<file path="src/rtl/conv_feeder.sv">
// conv_feeder
// -----------
// Initiator that feeds conv_controller. A start pulse reads NUM_COEFF
// coefficients and then an IMG_W x IMG_H pixel frame from a synchronous
// source memory. Each word goes out on data_out together with a one-cycle
// coeff_load_en or sample_load_en pulse. new_row marks the first pixel of
// every row.
//
// Handshake: the controller drives modwait high while it is busy. A word
// is issued only from ARM on a cycle where modwait is low. A fixed GUARD
// cycle follows each issue so the controller has time to raise modwait
// before the next word. modwait is ignored in every other state.
//
// Ports:
//   clk, n_rst      rising-edge clock, synchronous active-low reset
//   start           begin a frame (sampled only in IDLE)
//   modwait         controller busy; holds the feeder in ARM
//   src_rd/src_addr source memory read strobe and address
//   src_data        read data, valid the cycle after src_rd
//   data_out        word presented to the controller
//   coeff_load_en   one-cycle coefficient load pulse
//   sample_load_en  one-cycle sample load pulse
//   new_row         first pixel of a row (only with sample_load_en)
//   busy            high in every state except IDLE
//   done            one-cycle pulse at frame completion
module conv_feeder #(
  parameter int DATA_W    = 8,
  parameter int ADDR_W    = 8,
  parameter int NUM_COEFF = 4,
  parameter int IMG_W     = 8,
  parameter int IMG_H     = 8
) (
  input  logic              clk,
  input  logic              n_rst,
  input  logic              start,
  input  logic              modwait,
  output logic              src_rd,
  output logic [ADDR_W-1:0] src_addr,
  input  logic [DATA_W-1:0] src_data,
  output logic [DATA_W-1:0] data_out,
  output logic              coeff_load_en,
  output logic              sample_load_en,
  output logic              new_row,
  output logic              busy,
  output logic              done
);

  localparam int NUM_ITEMS = NUM_COEFF + IMG_W * IMG_H;
  localparam int COL_W     = (IMG_W > 1) ? $clog2(IMG_W) : 1;

  localparam logic [ADDR_W-1:0] LAST_ITEM = ADDR_W'(NUM_ITEMS - 1);
  localparam logic [ADDR_W-1:0] COEFF_END = ADDR_W'(NUM_COEFF);
  localparam logic [COL_W-1:0]  COL_LAST  = COL_W'(IMG_W - 1);

  typedef enum logic [2:0] {
    S_IDLE  = 3'd0,
    S_RD    = 3'd1,
    S_CAP   = 3'd2,
    S_ARM   = 3'd3,
    S_ISSUE = 3'd4,
    S_GUARD = 3'd5,
    S_DONE  = 3'd6
  } state_t;

  state_t              state_q, state_d;
  logic [ADDR_W-1:0]   item_q, item_d;
  logic [COL_W-1:0]    col_q, col_d;
  logic [DATA_W-1:0]   data_q, data_d;
  logic                is_sample;

  // Items at or beyond NUM_COEFF are pixels.
  assign is_sample = (item_q >= COEFF_END);

  // State register
  always_ff @(posedge clk) begin
    if (!n_rst) begin
      state_q <= S_IDLE;
      item_q  <= '0;
      col_q   <= '0;
      data_q  <= '0;
    end else begin
      state_q <= state_d;
      item_q  <= item_d;
      col_q   <= col_d;
      data_q  <= data_d;
    end
  end

  // Next-state logic
  always_comb begin
    state_d = state_q;
    item_d  = item_q;
    col_d   = col_q;
    data_d  = data_q;
    unique case (state_q)
      S_IDLE: begin
        if (start) begin
          state_d = S_RD;
          item_d  = '0;
          col_d   = '0;
        end
      end
      S_RD:    state_d = S_CAP;
      S_CAP: begin
        // Memory data for the address issued in RD is valid now.
        data_d  = src_data;
        state_d = S_ARM;
      end
      S_ARM: begin
        if (!modwait) state_d = S_ISSUE;
      end
      S_ISSUE: state_d = S_GUARD;
      S_GUARD: begin
        // Column counter only advances over pixels, wrapping per row.
        if (is_sample) begin
          col_d = (col_q == COL_LAST) ? '0 : col_q + 1'b1;
        end
        if (item_q == LAST_ITEM) begin
          state_d = S_DONE;
        end else begin
          item_d  = item_q + 1'b1;
          state_d = S_RD;
        end
      end
      S_DONE:  state_d = S_IDLE;
      default: state_d = S_IDLE;
    endcase
  end

  // Output decode from registered state only
  always_comb begin
    src_rd         = 1'b0;
    src_addr       = '0;
    coeff_load_en  = 1'b0;
    sample_load_en = 1'b0;
    new_row        = 1'b0;
    busy           = (state_q != S_IDLE);
    done           = 1'b0;
    unique case (state_q)
      S_RD: begin
        src_rd   = 1'b1;
        src_addr = item_q;
      end
      S_ISSUE: begin
        coeff_load_en  = !is_sample;
        sample_load_en = is_sample;
        new_row        = is_sample && (col_q == '0);
      end
      S_DONE:  done = 1'b1;
      default: ;
    endcase
  end

  assign data_out = data_q;

endmodule

</file>
<file path="config.mk">
export PLATFORM = sky130hd
export DESIGN_NAME = conv_feeder
export DESIGN_NICKNAME = d
export VERILOG_FILES = /design/src/rtl/conv_feeder.sv
export SDC_FILE = /design/constraint.sdc
export NUM_CORES = 1
export LEC_CHECK = 0
export CORE_ASPECT_RATIO = 1.5
export CORE_MARGIN = 5
export CORE_UTILIZATION = 44
export DETAILED_ROUTE_END_ITERATION = 10
export PLACE_DENSITY = 0.84
export SYNTH_ARGS = -nofsm -noshare
export SYNTH_HDL_FRONTEND = slang
export SYNTH_SLANG_ARGS = --single-unit
</file>
<file path="constraint.sdc">
create_clock -name clk -period 4.2 [get_ports clk]
set_clock_uncertainty 0.05 [all_clocks]
set_input_delay 0.84 -clock clk [delete_from_list [all_inputs] [get_ports clk]]
set_output_delay 0.84 -clock clk [all_outputs]
set_load 0.01 [all_outputs]
</file>
Yosys cells after proc, flatten, opt, wreduce, memory -nomap -nowiden
Index checks and enable logic that the tools add are counted.
{ "word_totals": {"regBits": 22, "in_bits": 12} }
{ "classes": {"n_addsub": 2, "order_cmp": 1, "eq_ne": 12, "n_mux": 17, "reduce_logical": 9} }
{ "op_table": {"columns": ["operator", "count"], "rows": [
  ["$mux 8", 3],
  ["$mux 3", 6],
  ["$pmux 3 s6", 1],
  ["$pmux 8 s2", 1],
  ["$eq 3x3->1 const B", 4],
  ["$add 8x1->8 const B", 1],
  ["$eq 8x7->1 const B", 1],
  ["$ge 8x3->1 const B", 1],
  ["$ne 2x2->1 const B", 4],
  ["$eq 3x2->1 const B", 2],
  ["$logic_not 3->1", 2],
  ["$pmux 3 s2", 1],
  ["$reduce_and 3->1", 2],
  ["$mux 1", 5],
  ["$add 3x1->3 const B", 1],
  ["$eq 3x1->1 const B", 1],
  ["$reduce_bool 3->1", 1],
  ["$reduce_and 2->1", 1],
  ["$reduce_bool 2->1", 1],
  ["$logic_and 1x1->1", 1],
  ["$logic_not 1->1", 1]
]} }

Longest topological paths before layout
{ "depth": {"ltp_word": 4, "mapped_depth": 5, "ltp_nobuf": 5} }

Least setup slack after synthesis
OpenSTA, ideal clock, no wires.
{ "synth_path": {"kind": "register -> output", "from": "register state_q[0]", "to": "output src_addr[5]", "arrival_time_ns": 1.397, "required_time_ns": 3.310, "path_slack_ns": 1.913, "path_stages_with_launch": 5, "n_path_buf": 1, "path_cell_list": "dfxtp_1 buf_2 inv_1 nor3_1 and2_2"} }
{ "synth_between": {"elab_chain_cells": 2} }
{ "synth_rtl": {"columns": ["element", "line", "source"], "rows": [
  ["start: declaration", "65", "state_t state_q, state_d;"],
  ["start signal: assignment", "82", "state_q <= state_d;"],
  ["$eq 3x1->1", "139", "unique case (state_q)"],
  ["$mux 8", "139", null],
  ["end: declaration", "38", "output logic [ADDR_W-1:0] src_addr,"]
]} }
Every way passes these cells.

Final worst setup path
{ "layout_path": {"from": "register item_q[2]", "to": "output coeff_load_en"} }
{ "layout_between": {"elab_chain_cells": 3} }
{ "layout_rtl": {"columns": ["element", "line", "source"], "rows": [
  ["start: declaration", "66", "logic [ADDR_W-1:0] item_q, item_d;"],
  ["start signal: assignment", "83", "item_q <= item_d;"],
  ["$ge 8x3->1", "72", "assign is_sample = (item_q >= COEFF_END);"],
  ["$logic_not 1->1", "145", "coeff_load_en = !is_sample;"],
  ["$mux 1", "139", null],
  ["end: declaration", "41", "output logic coeff_load_en,"]
]} }
Every way passes these cells.

==> flow_summary.toml <==
[outcome]
status = "finished, final reports clean"

[logic_synthesis]
synthesis.nets = 175
synthCells = 158
synthDistinctLibCells = 40
ys_ff_latch = 22
synthArstFlopShare = 0
ys.flop_type = "dfxtp_1"
avgSynthCellArea_um2 = 8.88
ys_warn_count = 0
synth_edf_count = 0
yosysSeqAreaShare = 0.314
synth_area_um2 = 1400

[detailed_routing]
drtAntennaViolNets = 0
viasPerCell = 5.77
drt_first_iter_violations = 57
wirelength_um = 3460
routedWlPerCell_um = 15.6
vias = 1275
firstDrtPassIters = 4
drc = 0

[setup_path]
end_kind = "output port"
cp_data_required_time_ns = 3.31
reg2reg_slack_ns = 2.19
arrival_ns = 2.30
worstReg2RegEnd = "item_q[4]"
r2r_start = "state_q[2]"
cp_max_fo = 10
crit_type = "register to output port"
start_kind = "register"
r2r_cells = 3

[clock_tree]
post-cts-setup-buffer-count = 0
path_clk_slew_ns = 0.07
clock-sinks = 22
numCtsBuffers = 3
cts_hold_buf = 0
htree_levels = 1
cts_tree = "built"
cts_buffer_depth = 2
cts_resized = 0
root_buffer = "clkbuf_8"
clk_latency_ns = 0.26

[grt]
grt_max_degree = 36
grt_pass1_wl_um = 5770
track_usage = 0.161
grt_overflow = 0
grt_pass1_vias = 1234
antenna_found_initial = 0

[finish]
layout.nets = 200
ff_latch_area_um2 = 440
fillers = 289
final_cell_mix = "clkdlybuf4s50_1, dfxtp_1, mux2i_1"
fin_area_um2 = 1740
final_common_cell = "clkdlybuf4s50_1"
area_delta_synth_final_pct = 24.2
drive_gt1_frac = 0.0442
multi_input_area_um2 = 846
instances_no_fill = 221
n_antenna_cell = 0

[power]
netSwitchingFraction = 0.285
p_int_mw = 0.341
power_frac_seq = 0.495
leakage_nw = 0.619
powerDensity_nw_per_um2 = 274
p_total_mw = 0.477
p_switching_mw = 0.136
comb_power_share = 0.231
ir_drop_mv = 0.162
clockPowerShare = 0.273

[placement]
io_buffers = 33
post-dp-hpwl_um = 2500
dp.cells = 218
detailed_place.area_um2 = 1700
gp_congestion = 0.836

[timing]
finalMaxSlewViolations = 0
timing.final.crit_share = 0.760
relSlewSlack = 0.287
rsz0062_at_grt = "false"
worst_pin_slew_ns = 1.07
fin_tns_setup_ns = 0
finalHoldViolations = 0
layout_min_cycle_time_ns = 3.19
max_freq_mhz = 313
whs_ns = 0.448
setup_viol = 0

[min_path]
min_from = "item_q[7]"
hold_depth = 2
hold_path_end = "item_q[7]"
hold_path_class = "register to register"

[floorplan]
ios = 34
fp.dieH_um = 79.2
floorplan.initialDensity = 0.448
die_w_um = 56.1
die_area_um2 = 4440
coreArea_um2 = 3130
rows = 25

[run]
maxCapViolCount = 0
## layout make-up
cell class / count / area share
multi-input cells: 115 / 0.486
flip-flops and latches: 22 / 0.253
well taps: 40 / 0.0287
repair buffers: 34 / 0.194
inverters: 7 / 0.0151
clock buffers: 3 / 0.0237
## cell families after synthesis
kind of cell	Yosys count	share of synthesized area
AOI/OAI and AO/OA	17	0.103
and+or+nand+nor	77	0.341
buffers and inverters	21	0.0830
DFF	22	0.314
adders and majority gates	5	0.0446
muxes	16	0.114
## registers in the layout, summed over array words and instances (netlist names)
register / cells
data_out: 8
col_q: 3
item_q: 8
state_q: 3
## metal layers
metal | vias to the layer above | global-route usage | part of all wire
li1 | 622 | - | -
met1 | 585 | 0.177 | 0.40
met2 | 57 | 0.285 | 0.50
met3 | 11 | 0.0374 | 0.070
met4 | 0 | 0.0808 | 0.031
met5 | - | 0 | 0
## critical path: stages (launching register included)
cell,delay (ns)
dfxtp_1,0.38
or3_1,0.51
nor4_1,0.38
and3_1,0.22
clkdlybuf4s50_1,0.55
## power groups by stage
stage | logic (mW) | registers, mW | clock network [mW]
2_1_floorplan | 0.0770 | 0.234 | 0
3_3_place_gp | 0.107 | 0.239 | 0
3_5_place_dp | 0.112 | 0.240 | 0
4_1_cts | 0.112 | 0.235 | 0.132
5_1_grt | 0.122 | 0.238 | 0.138
6_report | 0.110 | 0.236 | 0.130
## cells in the mapped netlist (4+ instances only)
library cell | number | area share
nand2_1 | 8 | 0.021
inv_1 | 7 | 0.019
nand3_1 | 15 | 0.054
nand3b_1 | 6 | 0.032
nor2b_1 | 8 | 0.036
a21oi_1 | 4 | 0.014
ha_1 | 5 | 0.045
nor4_1 | 4 | 0.018
nand4_1 | 5 | 0.022
mux2i_1 | 16 | 0.11
buf_6 | 4 | 0.032
dfxtp_1 | 22 | 0.31
and2_1 | 5 | 0.022
clkbuf_1 | 6 | 0.016
## per-stage QoR
stage | setup slack [ns] | util
4_1_cts | 0.999 | 0.557
2_1_floorplan | 1.91 | -
3_5_place_dp | 1.31 | 0.544
3_3_place_gp | 1.34 | 0.544
5_1_grt | 0.845 | 0.557
6_report | 1.01 | 0.557
## worst max path at each step
stage,start,endpoint,depth (start not counted)
6_report,item_q[2],coeff_load_en,4
3_5_place_dp,item_q[5],coeff_load_en,4
4_1_cts,item_q[2],coeff_load_en,4
2_1_floorplan,state_q[0],src_addr[5],4
5_1_grt,state_q[0],src_addr[5],4
3_3_place_gp,item_q[5],coeff_load_en,4
(Power assumes the default switching activity.)
